<file path="src/rtl/id_ex_stage_pkg.sv">
// Shared definitions for the ID/EX pipeline register: control bundle bit
// positions, the control bundle layout and the all-zero bubble.
package id_ex_stage_pkg;

    localparam int WB_REGWRITE = 1;
    localparam int WB_MEMTOREG = 0;
    localparam int M_MEMREAD   = 1;
    localparam int M_MEMWRITE  = 0;
    localparam int EX_REGDEST  = 3;
    localparam int EX_ALUOP_HI = 2;
    localparam int EX_ALUOP_LO = 1;
    localparam int EX_ALUSRC   = 0;

    typedef struct packed {
        logic       valid;
        logic [1:0] wb;
        logic [1:0] m;
        logic [3:0] ex;
        logic       jump;
        logic       branch;
    } ctrl_t;

    localparam ctrl_t CTRL_BUBBLE = '0;

endpackage

</file>
<file path="src/rtl/id_ex_stage_hazard_detect.sv">
// Load-use hazard detection: a valid load in EX whose rt feeds either source
// of the valid ID instruction stalls PC and IF/ID unless a flush is pending.
module hazard_detect (
    input  logic       rst_n,
    input  logic       id_valid,
    input  logic [4:0] id_rs,
    input  logic [4:0] id_rt,
    input  logic       ex_valid,
    input  logic       ex_memread,
    input  logic [4:0] ex_rt,
    input  logic       flush,
    output logic       hz,
    output logic       pc_write,
    output logic       ifid_write
);

    always_comb begin
        hz = id_valid & ex_valid & ex_memread & (ex_rt != 5'd0)
           & ((ex_rt == id_rs) | (ex_rt == id_rt));
        // Reset keeps fetch running so the front end never sees a stale hold.
        pc_write   = ~hz | flush | ~rst_n;
        ifid_write = pc_write;
    end

endmodule

</file>
<file path="src/rtl/id_ex_stage.sv">
// ID/EX pipeline register with load-use bubble insertion, flush handling and
// saturating stall/flush event counters.
module id_ex_stage
    import id_ex_stage_pkg::*;
#(
    parameter int DATA_W = 32,
    parameter int CNT_W  = 16
) (
    input  logic              clk,
    input  logic              rst_n,
    input  logic              id_valid,
    input  logic [1:0]        id_wb,
    input  logic [1:0]        id_m,
    input  logic [3:0]        id_ex,
    input  logic              id_jump,
    input  logic              id_branch,
    input  logic [DATA_W-1:0] id_pc4,
    input  logic [DATA_W-1:0] id_rd1,
    input  logic [DATA_W-1:0] id_rd2,
    input  logic [DATA_W-1:0] id_imm,
    input  logic [4:0]        id_rs,
    input  logic [4:0]        id_rt,
    input  logic [4:0]        id_rd,
    input  logic              flush,
    output logic              ex_valid,
    output logic [1:0]        ex_wb,
    output logic [1:0]        ex_m,
    output logic [3:0]        ex_ex,
    output logic              ex_jump,
    output logic              ex_branch,
    output logic [DATA_W-1:0] ex_pc4,
    output logic [DATA_W-1:0] ex_rd1,
    output logic [DATA_W-1:0] ex_rd2,
    output logic [DATA_W-1:0] ex_imm,
    output logic [4:0]        ex_rs,
    output logic [4:0]        ex_rt,
    output logic [4:0]        ex_rd,
    output logic              pc_write,
    output logic              ifid_write,
    output logic [CNT_W-1:0]  stall_cnt,
    output logic [CNT_W-1:0]  flush_cnt
);

    ctrl_t             ctrl_q;
    ctrl_t             ctrl_in;
    logic [DATA_W-1:0] pc4_q, rd1_q, rd2_q, imm_q;
    logic [4:0]        rs_q, rt_q, rd_q;
    logic [CNT_W-1:0]  stall_q, flush_q;
    logic              hz;

    hazard_detect u_hazard (
        .rst_n      (rst_n),
        .id_valid   (id_valid),
        .id_rs      (id_rs),
        .id_rt      (id_rt),
        .ex_valid   (ctrl_q.valid),
        .ex_memread (ctrl_q.m[M_MEMREAD]),
        .ex_rt      (rt_q),
        .flush      (flush),
        .hz         (hz),
        .pc_write   (pc_write),
        .ifid_write (ifid_write)
    );

    // An empty ID slot must not carry stray control bits into EX.
    always_comb begin
        ctrl_in = CTRL_BUBBLE;
        if (id_valid) begin
            ctrl_in.valid  = 1'b1;
            ctrl_in.wb     = id_wb;
            ctrl_in.m      = id_m;
            ctrl_in.ex     = id_ex;
            ctrl_in.jump   = id_jump;
            ctrl_in.branch = id_branch;
        end
    end

    always_ff @(posedge clk) begin
        if (!rst_n) begin
            ctrl_q  <= CTRL_BUBBLE;
            pc4_q   <= '0;
            rd1_q   <= '0;
            rd2_q   <= '0;
            imm_q   <= '0;
            rs_q    <= '0;
            rt_q    <= '0;
            rd_q    <= '0;
            stall_q <= '0;
            flush_q <= '0;
        end else if (flush || hz) begin
            ctrl_q <= CTRL_BUBBLE;
            pc4_q  <= '0;
            rd1_q  <= '0;
            rd2_q  <= '0;
            imm_q  <= '0;
            rs_q   <= '0;
            rt_q   <= '0;
            rd_q   <= '0;
            // Flush wins: a stall coinciding with a flush is not counted.
            if (flush) begin
                if (!(&flush_q)) flush_q <= flush_q + 1'b1;
            end else begin
                if (!(&stall_q)) stall_q <= stall_q + 1'b1;
            end
        end else begin
            ctrl_q <= ctrl_in;
            pc4_q  <= id_pc4;
            rd1_q  <= id_rd1;
            rd2_q  <= id_rd2;
            imm_q  <= id_imm;
            rs_q   <= id_rs;
            rt_q   <= id_rt;
            rd_q   <= id_rd;
        end
    end

    assign ex_valid  = ctrl_q.valid;
    assign ex_wb     = ctrl_q.wb;
    assign ex_m      = ctrl_q.m;
    assign ex_ex     = ctrl_q.ex;
    assign ex_jump   = ctrl_q.jump;
    assign ex_branch = ctrl_q.branch;
    assign ex_pc4    = pc4_q;
    assign ex_rd1    = rd1_q;
    assign ex_rd2    = rd2_q;
    assign ex_imm    = imm_q;
    assign ex_rs     = rs_q;
    assign ex_rt     = rt_q;
    assign ex_rd     = rd_q;
    assign stall_cnt = stall_q;
    assign flush_cnt = flush_q;

endmodule
</file>
<file path="config.mk">
export PLATFORM = sky130hd
export DESIGN_NAME = id_ex_stage
export DESIGN_NICKNAME = d
export VERILOG_FILES = /design/src/rtl/id_ex_stage_pkg.sv /design/src/rtl/id_ex_stage_hazard_detect.sv /design/src/rtl/id_ex_stage.sv
export SDC_FILE = /design/constraint.sdc
export NUM_CORES = 1
export LEC_CHECK = 0
export ABC_AREA = 1
export CAP_MARGIN = 25
export CORE_MARGIN = 10
export CORE_UTILIZATION = 42
export CTS_CLUSTER_SIZE = 14
export DETAILED_ROUTE_END_ITERATION = 7
export HOLD_SLACK_MARGIN = 0.1
export PLACE_DENSITY = 0.86
export SLEW_MARGIN = 25
export SYNTH_ARGS = -nofsm -noshare
export SYNTH_HDL_FRONTEND = slang
export SYNTH_SLANG_ARGS = --single-unit
</file>
<file path="constraint.sdc">
create_clock -name clk -period 3.62 [get_ports clk]
set_clock_uncertainty 0.15 [all_clocks]
set_input_delay 0.724 -clock clk [delete_from_list [all_inputs] [get_ports clk]]
set_output_delay 0.724 -clock clk [all_outputs]
set_load 0.005 [all_outputs]
</file>
After elaboration in Yosys (flattened, before gate mapping)
Cells that the tools add are included.

word-level totals
  bits in registers = 186
  bits of input ports = 157
  output and inout port bits = 188

cells by class
  $add $sub $neg = 2
  equality and inequality tests = 2
  muxes and demuxes = 1
  bitwise gates (word level) = 13
  reduce and logical (&&, ||, !) cells = 8

operators with widths
  operator                                                         count
  16-bit by 1-bit adder with 16-bit output, second input constant  2
  16-bit AND reduction                                             2
  11-bit two-way mux                                               1
  5-bit == test                                                    2
  1-bit inverter                                                   6
  3-bit AND reduction                                              2
  5-bit nonzero test                                               1
  1-bit bitwise AND                                                4
  1-bit OR                                                         3
  3-bit OR reduction                                               1
  2-bit OR reduction                                               1
  1-bit logical OR                                                 1

Longest topological paths before layout
  depth after elaboration = 7
  depth in mapped cells = 11
  depth with buffers taken out = 10

Modules after synthesis
A second synthesis with hierarchy kept.

second synthesis, totals
  cell total of the unflattened synthesis = 837
  area, all modules = 6515.0 um^2

by module, submodules not included
  module         times used  cells an instance  area an instance (um^2)  seq. area each (um^2)
  id_ex_stage    1           782                6281.0                   3723.6
  hazard_detect  1           55                 234.0                    0.0

Worst setup path after synthesis
Ideal clock, no wire load.

  path kind = input to output
  from = in id_rt[3]
  to = out pc_write
  arrival time = 1.399 ns
  slack = 1.347 ns
  cell stages on the path = 8
  buffers on the path = 1
  path through = inv_1 -> nand2_1 -> nand2_1 -> nor2_1 -> nand3_1 -> nand2_2 -> nand4_1 -> buf_4

between the ends
  word-level cells in the longest chain between the ends = 6

ends and longest elaborated chain
  item                    line                             source
  start: declaration      id_ex_stage.sv:22                input logic [4:0] id_rt,
  5-bit == test           id_ex_stage_hazard_detect.sv:19  & ((ex_rt == id_rs) | (ex_rt == id_rt));
  1-bit OR                id_ex_stage_hazard_detect.sv:19
  1-bit bitwise AND       id_ex_stage_hazard_detect.sv:19
  1-bit inverter          id_ex_stage_hazard_detect.sv:21  pc_write = ~hz | flush | ~rst_n;
  1-bit OR (2 in series)  id_ex_stage_hazard_detect.sv:21
  end: declaration        id_ex_stage.sv:38                output logic pc_write,

Every way passes these cells.

Worst setup path after layout
  from = in id_rt[1]
  to = out pc_write

Same word-level chain as after synthesis.

==> reports/qor.csv <==
stage,metric,value,unit
setup_path,CP required,2750,ps
timing,Setup TNS Final,0,ps
layout,"non-filler cells, final",1325,
clocking,H-tree lvl count,4,
clocking,CTS tree,done,
clocking,cts hold-fix bufs,0,
place,Placer Congestion,0.904,
synthesis,"EDFF count, synth",0,
floorplanning,die width,143,um
floorplanning,Die Y,143,um
routing,Remaining DRCs,0,
floorplanning,I/O Pins,345,
synthesis,"FFs w/ async S/R, synth",0,%
setup_path,worst-path maximum fanout,4,
clocking,Sink Count,186,
setup_path,R2R Setup Slk,1440,ps
global_route,total grt overflow,0,
synthesis,top post-synthesis cells by area,"dfxtp_1, nor2_1, inv_1, nand2_1, nand3_1",
clocking,clock latency on the worst-skew pair,420,ps
synthesis,Synth area leader,dfxtp_1,
place,Cells after DPL,1290,
min_path,Worst Hold Path Cells,2,
global_route,vias in the first global route,5716,
setup_path,r2r startpoint,ex_rt[1],
run,# Max-Cap Violations,0,
routing,drt initial violations,302,
place,input/output buffers,344,
floorplanning,Initial Util,43.2,%
layout,layout cells sized above 1,4.05,%
routing,Initial DRT Pass Iterations,5,
clocking,post_cts resized,0,
power,Static Leak,4.64,nW
setup_path,CP arrival,2530,ps
synthesis,"Seq/Total Area, Yosys",58.6,%
routing,WL final,23100,um
routing,via count,5897,
timing,RSZ-0062 raised after global routing,no,
setup_path,worst r2r path cells,10,
synthesis,Synth Cell Area,6350,um2
place,post-DP HPWL,18300,um
layout,# nets final,1284,
setup_path,highest cell delay on the worst timing path,520,ps
global_route,Total GRT Usage,21.3,%
synthesis,"Top FF cell, synth",dfxtp_1,
clocking,"Clk pin slew, worst setup/hold paths",70,ps
synthesis,Unique masters post-synth,28,
synthesis,Yosys reg bits,186,
synthesis,Yosys top cell area share,58.6,%
timing,Slew Limit Headroom,51.8,%
timing,Slew @ Worst Pin,722,ps
power,Max VDD drop,0.282,mV
timing,fin crit share,94.0,%
floorplanning,Core ar.,14700,um2
synthesis,post-synthesis instance total,784,
setup_path,r2r endpoint,ex_pc4[5],
floorplanning,# rows,44,
timing,endpoints failing setup,0,
routing,DR WL/cell,17.4,um
min_path,hold path startpoint,flush_cnt[15],
global_route,initial antenna violation count,4,
routing,antenna-violating nets left,0,
power,Power Density,413,nW/um2
global_route,largest net degree at the start of global routing,96,
clocking,TritonCTS Buffers,17,
timing,max-slew violations,0,
setup_path,Slowest cell on crit path,clkdlybuf4s50_1,
layout,synthesis-to-finish area growth,64.1,%
outcome,status,finished clean,
synthesis,Post-Syn Area per Cell,8.10,um2
global_route,first-pass GRT wire length,33200,um
timing,Achievable Freq,294,MHz
timing,post-route minimum period,3400,ps
setup_path,critical path endpoint category,primary output,
setup_path,crit path launch type,input pin,
min_path,Min-Delay Endpoint,flush_cnt[15],
synthesis,YS warnings,0,
clocking,clk root buf,clkbuf_16,
min_path,worst hold path class,reg2reg,
clocking,Post-CTS Setup Bufs,0,
clocking,CTS Buffer Depth,2,
floorplanning,die area,20400,um2
setup_path,Setup CP Type,in2out,
setup_path,critical path cell sequence,clkdlybuf4s50_1 > inv_1 > nand2_1 > nand2_1 > nor2_1 > nand3_1 > nand2_2 > nand4_1 > clkdlybuf4s50_1,
routing,Via-to-Cell Ratio,4.45,
synthesis,Syn Nets,943,
timing,final hold violations,0,
==> synthesized netlist by cell type, types with 3 or more instances <==
library cell	n
dfxtp_1	186
inv_2	5
nand2_1	79
nor2_1	182
nor3_1	11
xnor2_1	9
o21ai_0	10
nand3_1	31
nand2_2	3
a21oi_1	26
xor2_1	8
buf_4	4
nand4_1	13
clkbuf_1	3
inv_1	181
buf_6	8
buf_2	10
==> kinds of logic (layout without fill, tap and decap cells) <==
| kind of cell | count (synthesis) | count (layout) | share of synthesized area [%] |
|---|---|---|---|
| xor+xnor | 17 | 17 | 2.34 |
| flops | 186 | 186 | 58.6 |
| other cells | 0 | 4 | 0 |
| fa+ha+maj | 2 | 2 | 0.394 |
| compound gates | 38 | 38 | 3.09 |
| simple gates | 329 | 329 | 21.7 |
| buf+inv | 212 | 565 | 13.9 |
==> worst max-delay path, delay by kind of cell <==
family / cells / cell delay [ps]
AND/OR/NAND/NOR: 6 / 730
buffers and inverters: 3 / 1080
==> flip-flops by register name, indices dropped and copies added, names as in the netlist <==
| name | count |
|---|---|
| ex_rt | 5 |
| ex_pc4 | 32 |
| ex_rs | 5 |
| ex_rd2 | 32 |
| stall_cnt | 16 |
| ex_jump | 1 |
| flush_cnt | 16 |
| ex_wb | 2 |
| ex_m | 2 |
| ex_rd | 5 |
| ex_imm | 32 |
| ex_ex | 4 |
| ex_rd1 | 32 |
| ex_branch | 1 |
| ex_valid | 1 |
==> through the flow <==
step	utilization, %	setup WS [ps]	cell area (um2)	power [mW]	hold slack, ps
2_1_floorplan	-	1350	6350	2.31	320
3_5_place_dp	67.3	211	9890	2.66	326
6_report	70.9	217	10400	4.30	337
4_1_cts	70.9	187	10400	4.33	339
3_3_place_gp	67.3	240	9890	2.65	319
5_1_grt	70.9	101	10400	4.45	374
==> metal layers <==
| layer | global-route usage (%) | share of wire [%] | vias up |
|---|---|---|---|
| met3 | 7.00 | 9.0 | 30 |
| met2 | 40.2 | 54 | 226 |
| li1 | - | - | 2968 |
| met5 | 0 | 0 | - |
| met4 | 7.93 | 2.0 | 0 |
| met1 | 21.2 | 35 | 2673 |
==> power by group <==
group	switching, mW	total (mW)	leakage (nW)	internal, mW
logic	0.174	0.472	2.87	0.299
clock network	0.776	1.69	0.249	0.915
registers	0.0245	2.14	1.52	2.12
==> layout make-up <==
class	instances	area, um2
Multi-Input combinational cell	386	1750
Tap cell	184	230
Sequential cell	186	3720
Antenna cell	4	10.0
Fill cell	1092	4270
Clock inverter	9	66.3
Timing Repair Buffer	347	3480
Clock buffer	22	464
Inverter	187	702
==> placed cells by master, fill, tap and decap left out, types with 11 or more instances in the layout <==
master / Yosys / final
clkdlybuf4s50_1: 0 / 344
inv_1: 181 / 181
dfxtp_1: 186 / 186
nand4_1: 13 / 13
a21oi_1: 26 / 26
nor3_1: 11 / 11
nand3_1: 31 / 31
clkbuf_16: 0 / 17
nand2_1: 79 / 79
nor2_1: 182 / 182
==> how the worst max path moves through the flow <==
stage,start,to,slack (ps)
6_report,id_rt[1],pc_write,220
5_1_grt,id_rt[1],pc_write,100
4_1_cts,id_rt[1],pc_write,190
3_5_place_dp,id_rt[1],pc_write,210
3_3_place_gp,id_rt[0],pc_write,240
2_1_floorplan,id_rt[3],pc_write,1350
Note: power is estimated with default switching activity, not from simulation.
